File: src/rtl/stg_ma_pkg.sv
// Shared widths and state encoding for the stg_ma memory-access stage.
package stg_ma_pkg;

    localparam int SIZE_ADDR   = 16;
    localparam int SIZE_DATA   = 32;
    localparam int SIZE_OPC    = 6;
    localparam int SIZE_TGT_GP = 5;
    localparam int SIZE_TGT_SR = 3;

    localparam int HBIT_ADDR   = SIZE_ADDR - 1;
    localparam int HBIT_DATA   = SIZE_DATA - 1;
    localparam int HBIT_OPC    = SIZE_OPC - 1;
    localparam int HBIT_TGT_GP = SIZE_TGT_GP - 1;
    localparam int HBIT_TGT_SR = SIZE_TGT_SR - 1;

    typedef enum logic [0:0] {
        S_IDLE = 1'b0,
        S_WAIT = 1'b1
    } state_t;

endpackage

File: src/rtl/stg_ma_timer.sv
// Counts consecutive memory-wait cycles; flags expiry on the TIMEOUT_CYCLES-th cycle.
module stg_ma_timer #(
    parameter int unsigned TIMEOUT_CYCLES = 16
) (
    input  logic iw_clk,
    input  logic iw_rst,
    input  logic iw_run,
    output logic ow_expired
);

    localparam int unsigned CW = $clog2(TIMEOUT_CYCLES + 1);

    logic [CW-1:0] cnt_q;

    assign ow_expired = iw_run && (cnt_q == CW'(TIMEOUT_CYCLES - 1));

    always_ff @(posedge iw_clk or posedge iw_rst) begin
        if (iw_rst) begin
            cnt_q <= '0;
        end else if (!iw_run) begin
            cnt_q <= '0;
        end else if (!ow_expired) begin
            cnt_q <= cnt_q + 1'b1;
        end
    end

endmodule

File: src/rtl/stg_ma.sv
// Memory-access pipeline stage: passes ALU ops through, runs load/store handshakes.
// Optional wait timeout with sticky error enabled by defining STG_MA_TIMEOUT_EN.
module stg_ma
    import stg_ma_pkg::*;
#(
    parameter int unsigned TIMEOUT_CYCLES = 16
) (
    input  logic                   iw_clk,
    input  logic                   iw_rst,
    input  logic [HBIT_ADDR:0]     iw_pc,
    input  logic [HBIT_DATA:0]     iw_instr,
    input  logic [HBIT_OPC:0]      iw_opc,
    input  logic [HBIT_TGT_GP:0]   iw_tgt_gp,
    input  logic                   iw_tgt_gp_we,
    input  logic [HBIT_TGT_SR:0]   iw_tgt_sr,
    input  logic                   iw_tgt_sr_we,
    input  logic [HBIT_DATA:0]     iw_result,
    input  logic [HBIT_DATA:0]     iw_store_data,
    input  logic                   iw_is_load,
    input  logic                   iw_is_store,
    output logic [HBIT_ADDR:0]     ow_pc,
    output logic [HBIT_DATA:0]     ow_instr,
    output logic [HBIT_OPC:0]      ow_opc,
    output logic [HBIT_TGT_GP:0]   ow_tgt_gp,
    output logic                   ow_tgt_gp_we,
    output logic [HBIT_TGT_SR:0]   ow_tgt_sr,
    output logic                   ow_tgt_sr_we,
    output logic [HBIT_DATA:0]     ow_result,
    output logic                   ow_mem_req,
    output logic                   ow_mem_we,
    output logic [HBIT_ADDR:0]     ow_mem_addr,
    output logic [HBIT_DATA:0]     ow_mem_wdata,
    input  logic                   iw_mem_ack,
    input  logic [HBIT_DATA:0]     iw_mem_rdata,
    output logic                   ow_stall,
    output logic                   ow_mem_err
);

    state_t                 state;
    logic                   mem_op;
    logic                   timeout;
    logic [HBIT_ADDR:0]     hold_pc;
    logic [HBIT_DATA:0]     hold_instr;
    logic [HBIT_OPC:0]      hold_opc;
    logic [HBIT_TGT_GP:0]   hold_tgt_gp;
    logic                   hold_tgt_gp_we;
    logic [HBIT_TGT_SR:0]   hold_tgt_sr;
    logic                   hold_tgt_sr_we;
    logic [HBIT_DATA:0]     hold_result;
    logic                   hold_store;

    assign mem_op   = iw_is_load | iw_is_store;
    assign ow_stall = !iw_rst && ((state == S_IDLE && mem_op) ||
                                  (state == S_WAIT && !iw_mem_ack));

`ifdef STG_MA_TIMEOUT_EN
    logic mem_err_q;

    stg_ma_timer #(
        .TIMEOUT_CYCLES (TIMEOUT_CYCLES)
    ) u_timer (
        .iw_clk     (iw_clk),
        .iw_rst     (iw_rst),
        .iw_run     (state == S_WAIT),
        .ow_expired (timeout)
    );

    always_ff @(posedge iw_clk or posedge iw_rst) begin
        if (iw_rst) begin
            mem_err_q <= 1'b0;
        end else if (timeout && !iw_mem_ack) begin
            mem_err_q <= 1'b1;
        end
    end

    assign ow_mem_err = mem_err_q;
`else
    assign timeout    = 1'b0;
    assign ow_mem_err = 1'b0;
`endif

    always_ff @(posedge iw_clk or posedge iw_rst) begin
        if (iw_rst) begin
            state          <= S_IDLE;
            ow_pc          <= '0;
            ow_instr       <= '0;
            ow_opc         <= '0;
            ow_tgt_gp      <= '0;
            ow_tgt_gp_we   <= 1'b0;
            ow_tgt_sr      <= '0;
            ow_tgt_sr_we   <= 1'b0;
            ow_result      <= '0;
            ow_mem_req     <= 1'b0;
            ow_mem_we      <= 1'b0;
            ow_mem_addr    <= '0;
            ow_mem_wdata   <= '0;
            hold_pc        <= '0;
            hold_instr     <= '0;
            hold_opc       <= '0;
            hold_tgt_gp    <= '0;
            hold_tgt_gp_we <= 1'b0;
            hold_tgt_sr    <= '0;
            hold_tgt_sr_we <= 1'b0;
            hold_result    <= '0;
            hold_store     <= 1'b0;
        end else begin
            unique case (state)
                S_IDLE: begin
                    ow_pc     <= iw_pc;
                    ow_instr  <= iw_instr;
                    ow_opc    <= iw_opc;
                    ow_tgt_gp <= iw_tgt_gp;
                    ow_tgt_sr <= iw_tgt_sr;
                    ow_result <= iw_result;
                    if (mem_op) begin
                        // Bubble toward writeback until the access completes.
                        ow_tgt_gp_we   <= 1'b0;
                        ow_tgt_sr_we   <= 1'b0;
                        ow_mem_req     <= 1'b1;
                        ow_mem_we      <= iw_is_store;
                        ow_mem_addr    <= iw_result[HBIT_ADDR:0];
                        ow_mem_wdata   <= iw_store_data;
                        hold_pc        <= iw_pc;
                        hold_instr     <= iw_instr;
                        hold_opc       <= iw_opc;
                        hold_tgt_gp    <= iw_tgt_gp;
                        hold_tgt_gp_we <= iw_tgt_gp_we;
                        hold_tgt_sr    <= iw_tgt_sr;
                        hold_tgt_sr_we <= iw_tgt_sr_we;
                        hold_result    <= iw_result;
                        hold_store     <= iw_is_store;
                        state          <= S_WAIT;
                    end else begin
                        ow_tgt_gp_we <= iw_tgt_gp_we;
                        ow_tgt_sr_we <= iw_tgt_sr_we;
                    end
                end
                S_WAIT: begin
                    if (iw_mem_ack) begin
                        ow_mem_req   <= 1'b0;
                        ow_pc        <= hold_pc;
                        ow_instr     <= hold_instr;
                        ow_opc       <= hold_opc;
                        ow_tgt_gp    <= hold_tgt_gp;
                        ow_tgt_sr    <= hold_tgt_sr;
                        ow_result    <= hold_store ? hold_result : iw_mem_rdata;
                        ow_tgt_gp_we <= hold_tgt_gp_we && !hold_store;
                        ow_tgt_sr_we <= hold_tgt_sr_we && !hold_store;
                        state        <= S_IDLE;
                    end else if (timeout) begin
                        ow_mem_req   <= 1'b0;
                        ow_tgt_gp_we <= 1'b0;
                        ow_tgt_sr_we <= 1'b0;
                        state        <= S_IDLE;
                    end
                end
                default: state <= S_IDLE;
            endcase
        end
    end

endmodule

File: config.mk
export PLATFORM = sky130hd
export DESIGN_NAME = stg_ma
export DESIGN_NICKNAME = d
export VERILOG_FILES = /design/src/rtl/stg_ma_pkg.sv /design/src/rtl/stg_ma_timer.sv /design/src/rtl/stg_ma.sv
export SDC_FILE = /design/constraint.sdc
export NUM_CORES = 1
export LEC_CHECK = 0
export ABC_AREA = 1
export ABC_CLOCK_PERIOD_IN_PS = 18700
export BUFFER_PORTS_ARGS = -buffer_cell sky130_fd_sc_hd__buf_4
export CAP_MARGIN = 20
export CORE_UTILIZATION = 35
export CTS_CLUSTER_DIAMETER = 200
export DETAILED_ROUTE_END_ITERATION = 7
export PLACE_DENSITY_LB_ADDON = 0.05
export SLEW_MARGIN = 20
export SYNTH_ARGS = -nofsm -noshare
export SYNTH_HDL_FRONTEND = slang
export SYNTH_SLANG_ARGS = --single-unit
File: constraint.sdc
create_clock -name iw_clk -period 18.7 [get_ports iw_clk]
set_clock_uncertainty 0.05 [all_clocks]
set_input_delay 0.935 -clock iw_clk [delete_from_list [all_inputs] [get_ports iw_clk]]
set_output_delay 0.935 -clock iw_clk [all_outputs]
set_load 0.005 [all_outputs]
==> implementation parameters <==
Parameter                              Value

Drt
  Via/cell ratio ... 4.452
  Number of vias in the routed layout ... 8,694
  TritonRoute pass-1 iters ... 5
  Violation count after the first detailed-routing iteration ... 679
  Count of nets left with antenna violations after detail routing ... 0
  Count of unresolved DRC violations after routing ... 0
  Final wirelength ... 29.38 mm
  Wire per inst ... 15.04 um

Worst hold path
  Tightest Hold Check Type ... input port to asynchronous set/reset pin

Timing
  Final critical-path share of the clock period ... 15.55%
  Minimum clock period ... 2.908 ns
  Unrepaired setup endpoints after global routing ... no
  Fin Hold WS ... 0.4255 ns
  Setup-failing EPs final ... 0
  Slew HR ... 35.46%
  FMAX ... 343.9 MHz
  Final count of pins violating max slew ... 0
  Summed negative setup slack over all endpoints ... 0 ns
  Actual transition at the worst max-transition pin ... 0.9681 ns
  Final Hold Vio Count ... 0

Layout
  Layout overhead on the synthesized area ... 32.87%
  Commonest non-fill, non-tap cell in the layout ... nand2_1
  Net count, final ... 1,722
  Commonest cells after routing, fill and taps aside ... nand2_1, buf_4, dfrtp_1
  Layout filler cell count ... 2,843
  Layout cells sized above 1 ... 23.44%

Power
  Combinational fraction of design power ... 30.6%
  Clk pwr share ... 28.0%
  Part of the total power dissipated in sequential elements ... 41.4%
  Power Density ... 137.0 nW/um^2
  Worst IR drop on VDD ... 0.06448 mV
  Static leakage power ... 7.509 nW
  Sw frac ... 33.10%
  Internal power ... 1.222 mW
  Reported net switching power ... 604.7 uW

CTS
  Clock Sink Count ... 227
  CTS clk-pin slew, worst paths ... 0.06 ns
  Hold bufs inserted after CTS ... 0
  Clock latency of the later-clocked register in the worst-skew pair ... 0.53 ns
  Number of buffers inserted during clock tree synthesis ... 26
  Root Buffer Master ... clkbuf_16
  H-Tree Depth ... 1
  Cells resized by post-CTS repair ... 0
  TritonCTS clock tree ... built
  # Post-CTS Setup Buffers ... 0
  Max Root-Sink Buffers ... 3

Synthesis
  Sequential cell area fraction in the yosys report ... 56.61%
  Number of distinct library cells after synthesis ... 17
  Cell area after synthesis ... 10,030 sq um
  Post-Synthesis Net Count ... 1,456
  Warning count from the yosys run ... 0
  Top cells by area in the synthesized netlist ... dfrtp_1, nand2_1, nand3_1, inv_1, buf_4
  Post-synthesis instance total ... 1,291
  Cell type with the highest aggregate area in the netlist ... dfrtp_1
  Synth Register Bits ... 227
  Fraction of synthesized cell area taken by the top area cell type ... 56.61%
  Syn_area_per_cell ... 7.773 sq um

Setup path
  Critical Path End Type ... primary output
  Critical R2R Launch ... state
  Worst Path Required ... 17.72 ns
  Reg2reg setup slack ... 16.13 ns
  Reg2reg path depth ... 6
  Biggest fanout along the worst timing path ... 33
  Worst Setup Path Type ... input port to primary output
  Data arrival time at the worst-slack endpoint ... 1.92 ns
  Startpoint class of the critical path ... input port
  Crit Reg-Reg Endpoint ... ow_tgt_sr_we

Run
  Max-capacitance violation count ... 0

Run status
  Outcome ... complete, no violations

Floorplan
  Total Die Area ... 29,350 sq um
  Width of the chip ... 171.3 um
  Die span in y ... 171.3 um
  Core region area ... 28,010 sq um
  Count of boundary I/O pins ... 313
  Number of standard-cell rows in the floorplan ... 61
  Initial cell density of the core ... 35.82%

Placement
  Port Buffer Count ... 311
  HPWL after DPL ... 17.92 mm
  Weighted congestion at the end of routability-driven global placement ... 0.7502

Global route
  Global-route wire length before repair ... 46.28 mm
  Global-route usage over all layers ... 20.18%
  Via count of the first global-routing pass ... 8,389
  Largest net degree at the start of global routing ... 151
  GRT Residual Overflow ... 0
  Initial antenna violation count ... 1
[power by group through the flow]
stage | sequential (mW) | clock (mW) | combinational, mW
after global routing | 0.777 | 0.546 | 0.638
after detailed placement | 0.761 | 0 | 0.574
after floorplan | 0.751 | 0 | 0.302
after global placement | 0.760 | 0 | 0.566
final | 0.756 | 0.512 | 0.559
after CTS | 0.756 | 0.526 | 0.574
[worst max-delay path by stage]
stage          startpoint            end  slack (ns)  cells past startpoint
6_report       iw_mem_ack       ow_stall       15.79                      6
4_1_cts        iw_mem_ack       ow_stall       15.78                      6
5_1_grt        iw_mem_ack       ow_stall       15.73                      6
2_1_floorplan      iw_rst  hold_instr[0]       11.50                      1
3_3_place_gp       iw_rst  ow_result[22]       15.55                      3
3_5_place_dp       iw_rst  ow_result[22]       15.60                      3
[through the flow]
step           utilization, %  setup slack [ns]  cells  total power, mW  instance area, sq um
2_1_floorplan               -             11.50   1291            1.053                 10030
3_3_place_gp            44.48             15.55   1907            1.327                 12460
3_5_place_dp            44.48             15.60   1907            1.334                 12460
4_1_cts                 47.56             15.78   1952            1.856                 13320
5_1_grt                 47.60             15.73   1953            1.962                 13330
6_report                47.60             15.79   1953            1.827                 13330
[kinds of logic after synthesis]
group	after synthesis	share of synthesized area [%]
and+or+nand+nor	873	34.40
AOI/OAI and AO/OA	3	0.2619
DFF	227	56.61
buffers and inverters	187	8.691
other	1	0.03737
[worst max-delay path, stage by stage]
cell	delay [ns]
buf_4	0.13
inv_1	0.05
buf_4	0.37
nand2_1	0.12
a21oi_1	0.17
buf_4	0.13
[cells in the mapped netlist]
library cell,n
a21oi_1,2
clkinv_1,1
nor2_4,1
inv_4,1
inv_2,1
inv_1,99
conb_1,1
clkbuf_1,16
buf_4,30
nor2_1,1
nor2_2,1
dfrtp_1,227
buf_6,1
nand3_1,132
buf_2,38
o21ai_4,1
nand2_1,738
[sequential cells by signal (all words and copies together), names as in the netlist, 3 cells and up]
register / flops
hold_tgt_gp: 5
ow_result: 32
ow_opc: 6
ow_tgt_sr: 3
ow_mem_addr: 15
hold_opc: 6
hold_result: 17
hold_tgt_sr: 3
ow_tgt_gp: 5
ow_pc: 16
hold_pc: 16
hold_instr: 32
ow_mem_wdata: 32
ow_instr: 32
[per-layer routing]
metal	wire length, um	share of wire [%]	GRT usage [%]
met5	0	0	0
met1	13000	44	27.43
met4	509	1.7	4.542
met3	2235	7.6	5.223
met2	13630	46	32.20
[layout make-up]
cell class	count	area, sq um	share of cell area, %
Antenna cell	1	2.502	0.01877
Clock buffer	38	765.7	5.743
Clock inverter	7	96.34	0.7226
Inverter	102	399.1	2.994
Multi-Input combinational cell	877	3487	26.15
Sequential cell	227	5680	42.61
Tap cell	378	473.0	3.547
Timing Repair Buffer	323	2429	18.22
(Power assumes the default switching activity.)
